`config.mk`:
```
export PLATFORM = sky130hd
export DESIGN_NAME = enet_mii_to_rmii_tx
export DESIGN_NICKNAME = d
export VERILOG_FILES = /design/src/rtl/enet_mii_to_rmii_tx_pkg.sv /design/src/rtl/FF_D_with_wen.sv /design/src/rtl/enet_mii_clk_gen.sv /design/src/rtl/enet_mii_to_rmii_tx.sv
export SDC_FILE = /design/constraint.sdc
export NUM_CORES = 1
export LEC_CHECK = 0
export ABC_AREA = 0
export CELL_PAD_IN_SITES_DETAIL_PLACEMENT = 0
export CELL_PAD_IN_SITES_GLOBAL_PLACEMENT = 2
export CORE_MARGIN = 4
export CORE_UTILIZATION = 31
export DETAILED_ROUTE_END_ITERATION = 6
export MAX_ROUTING_LAYER = met4
export PLACE_DENSITY_LB_ADDON = 0.1
export SYNTH_ARGS = -nofsm -noshare
export SYNTH_HDL_FRONTEND = slang
export SYNTH_SLANG_ARGS = --single-unit
```
`constraint.sdc`:
```
create_clock -name rmii_ref_clk -period 2.2 [get_ports rmii_ref_clk]
set_input_delay 0.22 -clock rmii_ref_clk [delete_from_list [all_inputs] [get_ports rmii_ref_clk]]
set_output_delay 0.22 -clock rmii_ref_clk [all_outputs]
set_load 0.1 [all_outputs]
```
`src/rtl/enet_mii_to_rmii_tx_pkg.sv`:
```
// Shared constants and types for the MII/RMII bridges.
package enet_mii_to_rmii_tx_pkg;

    // Ref-clock cycles per mii_tx_clk half-period in 10M mode.
    // Must match the value used by the receive-side bridge.
    localparam int DIV_10T_DEFAULT = 10;
    localparam int CNT_W_DEFAULT   = 4;

    // Dibit driven on RMII when nothing is being transmitted.
    localparam logic [1:0] DIBIT_IDLE = 2'b00;

    typedef enum logic {
        MODE_100M = 1'b0,
        MODE_10M  = 1'b1
    } mii_mode_e;

endpackage

```
`src/rtl/FF_D_with_wen.sv`:
```
// D flip-flop with write enable and asynchronous active-low reset.
module FF_D_with_wen #(
    parameter int             W       = 1,
    parameter logic [W-1:0]   RST_VAL = '0
) (
    input  logic         rmii_ref_clk,
    input  logic         rst_ref_n,
    input  logic         wen,
    input  logic [W-1:0] d,
    output logic [W-1:0] q
);

    // Load d when enabled; reset value applied immediately on reset.
    always_ff @(posedge rmii_ref_clk or negedge rst_ref_n) begin
        if (!rst_ref_n) begin
            q <= RST_VAL;
        end else if (wen) begin
            q <= d;
        end
    end

endmodule

```
`src/rtl/enet_mii_clk_gen.sv`:
```
// MII clock generator: divides the 50 MHz RMII reference down to the MII
// clock and exposes one-cycle rise/fall strobes aligned with its edges.
// The speed mode is only adopted at a rise strobe while the link is idle,
// so an in-flight frame always finishes at the rate it started with.
module enet_mii_clk_gen
    import enet_mii_to_rmii_tx_pkg::*;
#(
    parameter int DIV_10T = DIV_10T_DEFAULT,
    parameter int CNT_W   = CNT_W_DEFAULT
) (
    input  logic rmii_ref_clk,
    input  logic rst_ref_n,
    input  logic rmii_10T,
    input  logic busy,
    output logic mii_clk,
    output logic rise,
    output logic fall
);

    localparam logic [CNT_W-1:0] CNT_LAST = CNT_W'(DIV_10T - 1);

    logic [CNT_W-1:0] cnt_q, cnt_d;
    logic             clk_q, clk_d;
    mii_mode_e        mode_q, mode_d;
    logic             step;

    // Divider step, edge strobes and idle-only mode adoption.
    always_comb begin
        step   = (mode_q == MODE_100M) || (cnt_q == CNT_LAST);
        rise   = step && !clk_q;
        fall   = step && clk_q;
        clk_d  = clk_q;
        cnt_d  = cnt_q;
        mode_d = mode_q;
        if (step) begin
            clk_d = !clk_q;
            cnt_d = '0;
        end else begin
            cnt_d = cnt_q + CNT_W'(1);
        end
        if (rise && !busy) begin
            mode_d = mii_mode_e'(rmii_10T);
            cnt_d  = '0;
        end
    end

    // Divider state registers.
    always_ff @(posedge rmii_ref_clk or negedge rst_ref_n) begin
        if (!rst_ref_n) begin
            cnt_q  <= '0;
            clk_q  <= 1'b0;
            mode_q <= MODE_100M;
        end else begin
            cnt_q  <= cnt_d;
            clk_q  <= clk_d;
            mode_q <= mode_d;
        end
    end

    assign mii_clk = clk_q;

endmodule

```
`src/rtl/enet_mii_to_rmii_tx.sv`:
```
// Transmit MII-to-RMII bridge. Each MII nibble is sampled half an MII
// period after the MAC launches it (the fall strobe) and leaves on RMII as
// two dibits, low dibit at the sample edge and high dibit at the next rise.
module enet_mii_to_rmii_tx
    import enet_mii_to_rmii_tx_pkg::*;
#(
    parameter int DIV_10T = DIV_10T_DEFAULT,
    parameter int CNT_W   = CNT_W_DEFAULT
) (
    input  logic       rmii_ref_clk,
    input  logic       rst_ref_n,
    input  logic       rmii_10T,
    output logic       mii_tx_clk,
    input  logic       mii_tx_en,
    input  logic       mii_tx_er,
    input  logic [3:0] mii_txd,
    output logic       rmii_tx_en,
    output logic [1:0] rmii_txd,
    output logic       tx_er_pulse,
    output logic       tx_busy
);

    logic       rise, fall;
    logic [1:0] rmii_txd_q, rmii_txd_d;
    logic [1:0] hi_dibit_q, hi_dibit_d;
    logic       rmii_tx_en_q, rmii_tx_en_d;
    logic       tx_er_pulse_q, tx_er_pulse_d;
    logic       tx_busy_q, tx_busy_d;
    logic       txd_wen;

    enet_mii_clk_gen #(
        .DIV_10T (DIV_10T),
        .CNT_W   (CNT_W)
    ) u_clk_gen (
        .rmii_ref_clk (rmii_ref_clk),
        .rst_ref_n    (rst_ref_n),
        .rmii_10T     (rmii_10T),
        .busy         (tx_busy_q),
        .mii_clk      (mii_tx_clk),
        .rise         (rise),
        .fall         (fall)
    );

    // Next values: sample at fall, emit the stored high dibit at rise.
    // TX_ER has no RMII counterpart, so it only produces a status pulse.
    always_comb begin
        txd_wen       = fall || rise;
        rmii_txd_d    = rmii_txd_q;
        if (fall) begin
            rmii_txd_d = mii_tx_en ? mii_txd[1:0] : DIBIT_IDLE;
        end else if (rise) begin
            rmii_txd_d = hi_dibit_q;
        end
        hi_dibit_d    = mii_tx_en ? mii_txd[3:2] : DIBIT_IDLE;
        rmii_tx_en_d  = mii_tx_en;
        tx_busy_d     = mii_tx_en;
        tx_er_pulse_d = fall && mii_tx_en && mii_tx_er;
    end

    FF_D_with_wen #(.W(2)) u_txd_ff (
        .rmii_ref_clk (rmii_ref_clk), .rst_ref_n (rst_ref_n),
        .wen (txd_wen), .d (rmii_txd_d), .q (rmii_txd_q)
    );

    FF_D_with_wen #(.W(2)) u_hi_ff (
        .rmii_ref_clk (rmii_ref_clk), .rst_ref_n (rst_ref_n),
        .wen (fall), .d (hi_dibit_d), .q (hi_dibit_q)
    );

    FF_D_with_wen #(.W(1)) u_en_ff (
        .rmii_ref_clk (rmii_ref_clk), .rst_ref_n (rst_ref_n),
        .wen (fall), .d (rmii_tx_en_d), .q (rmii_tx_en_q)
    );

    // Busy tracks the sampled enable: the high dibit always goes out before
    // the next sample point, so nothing is pending once enable is low.
    FF_D_with_wen #(.W(1)) u_busy_ff (
        .rmii_ref_clk (rmii_ref_clk), .rst_ref_n (rst_ref_n),
        .wen (fall), .d (tx_busy_d), .q (tx_busy_q)
    );

    FF_D_with_wen #(.W(1)) u_er_ff (
        .rmii_ref_clk (rmii_ref_clk), .rst_ref_n (rst_ref_n),
        .wen (1'b1), .d (tx_er_pulse_d), .q (tx_er_pulse_q)
    );

    assign rmii_txd    = rmii_txd_q;
    assign rmii_tx_en  = rmii_tx_en_q;
    assign tx_er_pulse = tx_er_pulse_q;
    assign tx_busy     = tx_busy_q;

endmodule

```
# After elaboration in Yosys (flattened, before gate mapping)
# Cells that the tools add are included.
# totals
ff_bits	12
# op_classes
addsub	1
n_eq_ne	1
n_mux	6
n_bitwise	1
reduce_logical	11
# ops
cell	count
2-bit two-way mux	4
4-bit two-way mux	2
1-bit logical AND	5
4-bit by 1-bit adder with 4-bit output (second input constant)	1
4-bit equality test (second input constant)	1
1-bit zero test	2
1-bit logical OR	2
2-bit AND reduction	1
2-bit nonzero test	1
1-bit inverter	1

# Logic depth before layout (Yosys ltp)
# Gate-level depths: netlist (run 1).
# logic_depth
ltp_word	5
ltp_mapped	5
ltp_nobuf	5

# Hierarchy
# Synthesis (run 1) repeated with hierarchy kept, for this count alone.
# unflattened
hier_cells	50
area_unflattened_um2	629.4
# by_module_without_submodules
module	n_inst	cells_per_inst	area_each_um2	seq_area_each_um2
enet_mii_clk_gen	1	25	295.3	150.1
FF_D_with_wen at u_hi_ff ...	2	4	72.6	50.0
FF_D_with_wen at u_busy_ff ...	3	2	40.0	25.0
enet_mii_to_rmii_tx	1	11	68.8	0.0

# Worst setup path after synthesis (run 1)
# Ideal clock, no wire load.
# synth_timing
path_type	reg2reg
from	register u_clk_gen.clk_q (netlist: u_clk_gen.mii_clk)
to	register u_busy_ff.q
setup_time_ns	0.127
arrival_ns	1.705
required_ns	2.073
setup_slack_ns	0.368
stages_incl_launch_ff	4
synth_period_minus_slack_ns	1.832
path_cell_list	dfrtp_1 > buf_4 > a21boi_4 > mux2_4
# synth_via
elab_chain_len	1
# synth_rtl
item	line_no	rtl
start, declared	enet_mii_clk_gen.sv:23	logic clk_q, clk_d;
start signal, assigned	enet_mii_clk_gen.sv:55	clk_q <= clk_d;
1-bit logical AND	enet_mii_clk_gen.sv:31	fall = step && clk_q;
end signal, assigned	FF_D_with_wen.sv:16	q <= RST_VAL;
end signal, assigned	FF_D_with_wen.sv:18	q <= d;
end, declared	FF_D_with_wen.sv:10	output logic [W-1:0] q
# Every way passes these cells.
# A chain may end at the register's enable or synchronous reset.

# Worst setup path after layout (run 1)
# layout_timing
from	register u_clk_gen.cnt_q[1]
to	register u_busy_ff.q
# layout_via
elab_chain_len	3
# layout_rtl
item	line_no	rtl
start, declared	enet_mii_clk_gen.sv:22	logic [CNT_W-1:0] cnt_q, cnt_d;
start signal, assigned	enet_mii_clk_gen.sv:54	cnt_q <= cnt_d;
4-bit equality test	enet_mii_clk_gen.sv:29	step = (mode_q == MODE_100M) || (cnt_q == CNT_LAST);
1-bit logical OR	enet_mii_clk_gen.sv:29	
1-bit logical AND	enet_mii_clk_gen.sv:31	
# Every way passes these cells.

==> impl_metrics.tcl, run 1 <==
set metrics [dict create \
    wl_um 976 \
    multi_input_area_um2 235 \
    worstSetupPathType "reg2reg" \
    drc 0 \
    crit_path_max_fanout 4 \
    gr-max-usage-layer "met2" \
    slew_viol_final 0 \
    reg2reg_from "u_clk_gen.cnt_q[1]$_DFF_PN0_" \
    grt_overflow_total 0 \
    yosysTopAreaCellShare 0.535 \
    cts_tree "done" \
    grt_max_degree 13 \
    fin_crit_ns 1.41 \
    syn_inst 46 \
    synth_seq_cells 12 \
    worstPathArrival_ns 1.57 \
    path_clk_slew_ns 0.08 \
    ys.flop_type "dfrtp_1" \
    ant_nets 0 \
    diodes 0 \
    synth_area_leaders "dfrtp_1 (53%), mux2_4 (5.3%), ha_1 (4.5%), mux2i_1 (3.6%), nand3_1 (3.6%)" \
    timing.final.crit_share 0.642 \
    reg2regPathDepth 5 \
    final_layout_size_suffix_gt1_frac 0.274 \
    cts-root-buf "clkbuf_4" \
    synth_edf_count 0 \
    syn-num-nets 57 \
    clk_path_buf_depth 2 \
    n_fill_cell 183 \
    r2r_end "u_busy_ff.q$_DFFE_PN0P_" \
    initial_core_util 0.325 \
    hold_buffers 0 \
    skew_ns 0.00351 \
    setup_tns_ns 0 \
    utilization 0.428 \
    postCtsSetupBuffers 0 \
    die_h_um 50.6 \
    synth_area_um2 562 \
    status "finished, final reports clean" \
    nets 74 \
    clock-sinks 12 \
    worst_pin_slew_ns 0.546 \
    slew_headroom 0.635 \
    gr-usage-met1 0.109 \
    drt_iter0_drc 0 \
    hold_path.class "in2async" \
    met3_usage 0.0653 \
    ff_latch_area_um2 300 \
    max_freq_ghz 0.708 \
    cp-start-kind "register" \
    die_x_um 50.6 \
    yosysTopAreaCell "dfrtp_1" \
    vias_per_cell 4.05 \
    clk_latency_ns 0.27 \
    grt_pass1_wl_um 1710 \
    grt_use_met2 0.137 \
    h-tree-depth 1 \
    firstDrtPassIters 1 \
    grt_pass1_vias 379 \
    fp-row-count 15 \
    synth_cell_types 17 \
    pin_count 15 \
    cts_resized 0 \
    rsz0062_at_grt "no" \
    portBuffers 14 \
    area_growth_pct 31.6 \
    yosysSeqAreaShare 0.535 \
    crit_required_ns 2.36 \
    r2r_slack_ns 0.79 \
    gp_congestion 0.710 \
    core_area_um2 1730 \
    antenna_found_initial 0 \
    finalSetupViolations 0 \
    wire_per_inst_um 11.2 \
    cap_violations 0 \
    yosysWarnings 0 \
    async_flop_share 1.00 \
    fp.dieArea_um2 2560 \
    finalHoldViolCount 0 \
    vias 352 \
    avgSynthCellArea_um2 12.2 \
    track_usage 0.0960 \
    cts_buffers 3 \
    worstSetupEndpointType "register" \
]
final cells by class:
type	count	area share
clock buffers	4	0.0491
inverters	3	0.0152
multi-input cells	29	0.318
flip-flops and latches	12	0.406
well taps	25	0.0423
repair buffers	14	0.169
synth_stat cells (2+ instances only):
cell type,count
ha_1,2
mux2i_1,2
nand3_1,4
dfrtp_1,12
nor2_1,5
o21ai_0,3
buf_4,2
inv_1,3
xor2_1,2
nand2_1,3
mux2_4,2
critical path: stages, from the launching register on:
cell and delay (ns):
dfrtp_1 0.40, inv_1 0.06, ha_1 0.18, nand3b_4 0.11, a21boi_4 0.23, mux2_4 0.31
worst max path at each step:
stage | startpoint | to | slack (ns) | depth (start not counted)
global placement | u_clk_gen.cnt_q[1]$_DFF_PN0_ | u_busy_ff.q$_DFFE_PN0P_ | 0.82 | 5
detailed placement | u_clk_gen.cnt_q[1]$_DFF_PN0_ | u_busy_ff.q$_DFFE_PN0P_ | 0.79 | 5
finish | u_clk_gen.cnt_q[1]$_DFF_PN0_ | u_busy_ff.q$_DFFE_PN0P_ | 0.79 | 5
floorplan | u_clk_gen.mii_clk$_DFFE_PN0P_ | u_busy_ff.q$_DFFE_PN0P_ | 0.37 | 3
global route | u_clk_gen.cnt_q[1]$_DFF_PN0_ | u_busy_ff.q$_DFFE_PN0P_ | 0.73 | 5
CTS | u_clk_gen.cnt_q[1]$_DFF_PN0_ | u_busy_ff.q$_DFFE_PN0P_ | 0.77 | 5
cells in the final DEF, fill, tap and decap left out:
cell / netlist / layout
nand2_4: 1 / 1
mux2_2: 1 / 1
nand3b_4: 1 / 1
buf_4: 2 / 6
dfrtp_1: 12 / 12
o21ai_0: 3 / 3
ha_1: 2 / 2
nand2_1: 3 / 3
clkdlybuf4s50_1: 0 / 8
xor2_1: 2 / 2
clkbuf_8: 0 / 1
inv_1: 3 / 3
xnor2_1: 1 / 1
a21boi_4: 1 / 1
clkbuf_4: 0 / 3
nand3_1: 4 / 4
mux2i_1: 2 / 2
and3_2: 1 / 1
mux2_4: 2 / 2
nor2_1: 5 / 5
metal layers:
layer	wire (µm)	part of all wire	up-vias
met4	0	0	0
met5	0	0	-
met3	87	0.089	0
met1	454	0.47	162
met2	434	0.44	10
li1	-	-	180
cell families after synthesis:
| family | share of synthesized area |
|---|---|
| buffers and inverters | 0.0468 |
| AOI/OAI and AO/OA | 0.0601 |
| muxes | 0.109 |
| DFF | 0.535 |
| xor gates and xnor gates | 0.0468 |
| and+or+nand+nor | 0.158 |
| adders and majority gates | 0.0445 |
per-stage QoR:
stage	instance area (µm²)	hold slack, ns	std cells	worst slack (ns)
after detailed placement	703	0.490	83	0.792
final	739	0.300	87	0.787
after global routing	739	0.341	87	0.727
after CTS	739	0.317	87	0.768
after floorplan	562	-0.0756	46	0.368
after global placement	703	0.488	83	0.822
state kept, by name, indices dropped and copies added (netlist names):
| register | flops |
|---|---|
| u_busy_ff.q | 1 |
| u_clk_gen.cnt_q | 4 |
| u_clk_gen.mii_clk | 1 |
| u_clk_gen.mode_q | 1 |
| u_er_ff.q | 1 |
| u_hi_ff.q | 2 |
| u_txd_ff.q | 2 |
Power of run 1 is not shown: default switching activity piles up to over one toggle a cycle in this logic, so the estimate is an artifact.
==> run 2: changes to the inputs <==
--- a/config.mk
+++ b/config.mk
@@ -9,7 +9,7 @@
 export CELL_PAD_IN_SITES_DETAIL_PLACEMENT = 0
 export CELL_PAD_IN_SITES_GLOBAL_PLACEMENT = 2
 export CORE_MARGIN = 4
-export CORE_UTILIZATION = 31
+export CORE_UTILIZATION = 26
 export DETAILED_ROUTE_END_ITERATION = 6
 export MAX_ROUTING_LAYER = met4
 export PLACE_DENSITY_LB_ADDON = 0.1
==> constraint.sdc (replaced) <==
create_clock -name rmii_ref_clk -period 1.2 [get_ports rmii_ref_clk]
set_input_delay 0.12 -clock rmii_ref_clk [delete_from_list [all_inputs] [get_ports rmii_ref_clk]]
set_output_delay 0.12 -clock rmii_ref_clk [all_outputs]
set_load 0.1 [all_outputs]
==> run 2 against run 1 <==
Effect of this change: clock skew rose by 0.00086 ns; sequential share of layout area fell by 7.5 points; utilization rose by 3.2 points; non-clock buffer count rose by 11; die area rose by 16%; largest cell class unchanged; count of clock-buffer cells in the layout unchanged; the flow now finishes with violations (setup timing); setup slack worse by 0.92 ns; cell count increased by 15%; global-route usage increased by 0.52 points.
==> impl_metrics.tcl, run 2 (synthesis results as in run 1) <==
set metrics [dict create \
    skew_ns 0.00437 \
    firstDrtPassIters 4 \
    place_hpwl_um 847 \
    cts-root-buf "clkbuf_4" \
    crit_required_ns 1.35 \
    routed-wl-met3_um 79 \
    worstSetupPathType "reg2reg" \
    finalPower_mw 2.90 \
    layout_common_cells "dfrtp_1 (10), clkdlybuf4s50_1 (8), buf_4 (8), buf_12 (6), nor2_1 (5)" \
    finalSetupViolations 7 \
    core_area_um2 2000 \
    crit_family "flip-flops" \
    grt_overflow_total 0 \
    ant_nets 0 \
    grt_max_degree 13 \
    final_layout_size_suffix_gt1_frac 0.425 \
    slew_headroom 0.852 \
    max_freq_ghz 0.749 \
    worst_pin_slew_ns 0.221 \
    leakagePower_nw 0.434 \
    cp_slowest_cell "dfrtp_1" \
    reg_top3 "u_clk_gen.cnt_q: 4 flops, u_hi_ff.q: 2 flops, u_txd_ff.q: 2 flops" \
    h-tree-depth 1 \
    rsz0062_at_grt "yes" \
    cp-start-kind "register" \
    nets 85 \
    drt_iter0_drc 2 \
    diodes 0 \
    finalWorstSetupSlack_ns -0.136 \
    clock-sinks 12 \
    vias 408 \
    met2WireLength_um 535 \
    cap_violations 0 \
    top_layer "met3" \
    largest_reg_flops 4 \
    initial_core_util 0.281 \
    irDropWorstVdd_mv 1.45 \
    crit_path_max_fanout 2 \
    cp_num_buf_inv 1 \
    finalHoldViolCount 0 \
    fin_crit_ns 1.34 \
    worstPathArrival_ns 1.49 \
    hold_ws_ns 0.153 \
    timing.final.crit_share 1.11 \
    largest_register "u_clk_gen.cnt_q" \
    final_common_cell "dfrtp_1" \
    portBuffers 14 \
    hold_path.class "in2async" \
    pwr_density_cell_nw_per_um2 3140 \
    m1WireLength_um 507 \
    clk_path_buf_depth 2 \
    wire_per_inst_um 11.2 \
    worstSetupEndpointType "register" \
    slew_viol_final 0 \
    status "finished, violations left" \
    fp.dieArea_um2 2970 \
    path_clk_slew_ns 0.08 \
    antenna_found_initial 0 \
    hold_buffers 0 \
    die_h_um 54.5 \
    cts_tree "done" \
    track_usage 0.101 \
    n_fill_cell 191 \
    cp_cell_sequence "inv_1 -> ha_2 -> nand3b_4 -> a21boi_4 -> mux2_4" \
    cts_buffers 3 \
    vias_per_cell 4.08 \
    clk_latency_ns 0.27 \
    grt_pass1_vias 450 \
    layout.cells.non_filler 100 \
    violations "setup timing" \
    drc 0 \
    die_x_um 54.5 \
    area_growth_pct 64.1 \
    placed_cells 93 \
    fp-row-count 16 \
    pin_count 15 \
    grt_pass1_wl_um 1990 \
    wl_um 1120 \
    slowest_delay_ns 0.38 \
    gp_congestion 0.680 \
]
[run 2: cell count changes in the layout (fill, tap and decap cells not counted), sizes merged]
cell	previous run	this run
buf	6	17
[run 2: path summary, 6_finish.rpt]
check	startpoint	endpoint	slack [ns]	cells after the start
worst max-delay path	u_clk_gen.cnt_q[1]$_DFF_PN0_	u_busy_ff.q$_DFFE_PN0P_	-0.14	5
min in group rmii_ref_clk	mii_txd[3]	u_hi_ff.q[1]$_DFFE_PN0P_	0.41	3
max in group asynchronous	rst_ref_n	u_clk_gen.mii_clk$_DFFE_PN0P_	0.87	2
worst min register to register	u_hi_ff.q[0]$_DFFE_PN0P_	u_hi_ff.q[0]$_DFFE_PN0P_	0.52	2
worst max register to register	u_clk_gen.cnt_q[1]$_DFF_PN0_	u_busy_ff.q$_DFFE_PN0P_	-0.14	5
worst min-delay path	rst_ref_n	u_clk_gen.cnt_q[2]$_DFF_PN0_	0.15	2
[run 2: per-stage QoR]
stage	setup slack (ns)	area (µm²)	util	setup TNS [ns]
floorplan	-0.212	571	-	-0.500
global placement	-0.0943	846	0.423	-0.344
detailed placement	-0.111	846	0.423	-0.446
CTS	-0.101	903	0.451	-0.378
global route	-0.189	922	0.461	-0.856
finish	-0.136	922	0.461	-0.460
[run 2: repair_timing]
item	CTS	global route
pin swaps	1	2
setup endpoints to repair	8	9
endpoints found under the hold margin	0	0
gates resized for setup	2	3
setup buffers	2	1
[run 2: layout make-up]
| type | count | area, µm² | share of cell area |
|---|---|---|---|
| clock buffers | 4 | 36.3 | 0.0393 |
| inverters | 3 | 11.3 | 0.0122 |
| multi-input cells | 29 | 241 | 0.262 |
| flip-flops and latches | 12 | 305 | 0.331 |
| well taps | 27 | 33.8 | 0.0366 |
| repair buffers | 25 | 294 | 0.319 |
[run 2: where the power goes]
group	leakage (nW)	total, mW	switching, mW	internal [mW]
logic	0.272	1.82	0.992	0.827
registers	0.141	0.763	0.161	0.602
clock network	0.0210	0.317	0.133	0.184
total	0.434	2.90	1.28	1.61
[run 2: layer usage]
| metal | GRT usage | vias to the layer above |
|---|---|---|
| met2 | 0.143 | 11 |
| met5 | - | - |
| met1 | 0.128 | 193 |
| li1 | - | 204 |
| met4 | 0.0249 | 0 |
| met3 | 0.0490 | 0 |
Power figures use the tool's default switching activity.
==> run 3: changes to the inputs <==
--- a/config.mk
+++ b/config.mk
@@ -8,7 +8,6 @@
 export ABC_AREA = 0
 export CELL_PAD_IN_SITES_DETAIL_PLACEMENT = 0
 export CELL_PAD_IN_SITES_GLOBAL_PLACEMENT = 2
-export CORE_MARGIN = 4
 export CORE_UTILIZATION = 26
 export DETAILED_ROUTE_END_ITERATION = 6
 export MAX_ROUTING_LAYER = met4
==> run 3 against run 2 <==
Effect of this change: the flow still finishes with violations (setup timing); power rose by 2.2%; flip-flop and latch count did not move; worst hold slack got worse by 0.011 ns; die area fell by 21%; fmax rose by 1.2%; routed wire length rose by 2.9%; setup slack improved by 0.016 ns; combinational power rose by 3%; sequential power barely moved; largest cell class unchanged.
==> impl_metrics.tcl, run 3 (synthesis results as in run 1) <==
set metrics [dict create \
    diodes 0 \
    track_usage 0.113 \
    reg2regPathDepth 5 \
    crit_path_max_fanout 2 \
    portBuffers 14 \
    grt_overflow_total 0 \
    die_x_um 48.5 \
    hold_ws_ns 0.142 \
    pwr_density_cell_nw_per_um2 3150 \
    cts_buffers 3 \
    fp-row-count 16 \
    cts_tree "done" \
    ant_nets 0 \
    irDropWorstVdd_mv 1.39 \
    cts-root-buf "clkbuf_4" \
    hold_path.class "in2async" \
    largest_reg_flops 4 \
    cap_violations 0 \
    status "finished, violations left" \
    reg_top3 "u_clk_gen.cnt_q: 4 flops, u_hi_ff.q: 2 flops, u_txd_ff.q: 2 flops" \
    nets 84 \
    leakagePower_nw 0.432 \
    worstPathArrival_ns 1.48 \
    slew_headroom 0.859 \
    placed_area_um2 846 \
    finalWorstSetupSlack_ns -0.119 \
    violations "setup timing" \
    fin_crit_ns 1.32 \
    core_area_um2 2000 \
    grt_pass1_vias 412 \
    wire_per_inst_um 11.6 \
    antenna_found_initial 0 \
    max_freq_ghz 0.758 \
    fp.dieArea_um2 2350 \
    largest_register "u_clk_gen.cnt_q" \
    rsz0062_at_grt "yes" \
    setup_tns_ns -0.324 \
    final_area_um2 938 \
    grt_max_degree 13 \
    clk_latency_ns 0.28 \
    clock-sinks 12 \
    gp_congestion 0.685 \
    area_growth_pct 67.0 \
    pin_count 15 \
    finalHoldViolCount 0 \
    place_hpwl_um 837 \
    vias 411 \
    r2r_slack_ns -0.12 \
    grt_pass1_wl_um 1860 \
    layout_common_cells "dfrtp_1 (10), clkdlybuf4s50_1 (8), buf_4 (7), buf_12 (6), nor2_1 (5)" \
    path_clk_slew_ns 0.09 \
    initial_core_util 0.281 \
    drt_iter0_drc 6 \
    final_common_cell "dfrtp_1" \
    worst_pin_slew_ns 0.212 \
    reg2reg_from "u_clk_gen.cnt_q[1]$_DFF_PN0_" \
    die_h_um 48.5 \
    crit_required_ns 1.36 \
    skew_ns 0.00957 \
    r2r_end "u_busy_ff.q$_DFFE_PN0P_" \
    h-tree-depth 1 \
    finalPower_mw 2.96 \
    final_layout_size_suffix_gt1_frac 0.444 \
    cp-start-kind "register" \
    firstDrtPassIters 4 \
    worstSetupPathType "reg2reg" \
    clk_path_buf_depth 2 \
    worstSetupEndpointType "register" \
    vias_per_cell 4.15 \
    slew_viol_final 0 \
    hold_buffers 0 \
    timing.final.crit_share 1.10 \
    wl_um 1150 \
    finalSetupViolations 6 \
    drc 0 \
]
==> run 3: cell types whose count changed in the layout (fill, tap and decap cells not counted), sizes merged <==
| cell | before | now |
|---|---|---|
| buf | 17 | 16 |
==> run 3: repair_timing <==
item	4_1_cts	5_1_grt
buffers inserted	2	1
resized for setup	4	5
pin swaps	1	5
endpoints found under the setup margin	8	10
==> run 3: layer usage <==
metal,global-route usage,part of all wire
met1,0.128,0.45
met2,0.176,0.49
met3,0.0692,0.059
met4,0.0147,0
met5,-,0
==> run 3: how the worst max path moves through the flow <==
stage / endpoint / slack [ns] / from / cells after the start
finish: u_busy_ff.q$_DFFE_PN0P_ / -0.12 / u_clk_gen.cnt_q[1]$_DFF_PN0_ / 5
floorplan: u_busy_ff.q$_DFFE_PN0P_ / -0.21 / u_clk_gen.mii_clk$_DFFE_PN0P_ / 3
CTS: u_busy_ff.q$_DFFE_PN0P_ / -0.10 / u_clk_gen.cnt_q[1]$_DFF_PN0_ / 5
detailed placement: u_busy_ff.q$_DFFE_PN0P_ / -0.11 / u_clk_gen.cnt_q[1]$_DFF_PN0_ / 5
global route: u_busy_ff.q$_DFFE_PN0P_ / -0.16 / u_clk_gen.cnt_q[1]$_DFF_PN0_ / 5
global placement: u_busy_ff.q$_DFFE_PN0P_ / -0.09 / u_clk_gen.cnt_q[1]$_DFF_PN0_ / 5
==> run 3: through the flow <==
| stage | util | worst slack (ns) | cells |
|---|---|---|---|
| after floorplan | - | -0.212 | 46 |
| after global placement | 0.423 | -0.0944 | 93 |
| after detailed placement | 0.423 | -0.111 | 93 |
| after CTS | 0.455 | -0.105 | 99 |
| after global routing | 0.469 | -0.160 | 99 |
| final | 0.469 | -0.119 | 99 |
==> run 3: critical path: stages, from the launching register on <==
cell and delay, ns:
dfrtp_1 0.38, inv_1 0.06, ha_2 0.18, nand3b_4 0.10, a21boi_4 0.17, mux2_4 0.31
==> run 3: where the power goes <==
group	switching (mW)	internal (mW)	total [mW]
sequential	0.161	0.602	0.763
clock	0.145	0.184	0.330
combinational	1.02	0.846	1.87
total	1.33	1.63	2.96
==> run 3: final cells by class <==
type,instances,area (µm²)
Sequential cell,12,305
Inverter,3,11.3
Tap cell,27,33.8
Multi-Input combinational cell,29,265
Clock buffer,4,36.3
Fill cell,185,1060
Timing Repair Buffer,24,287
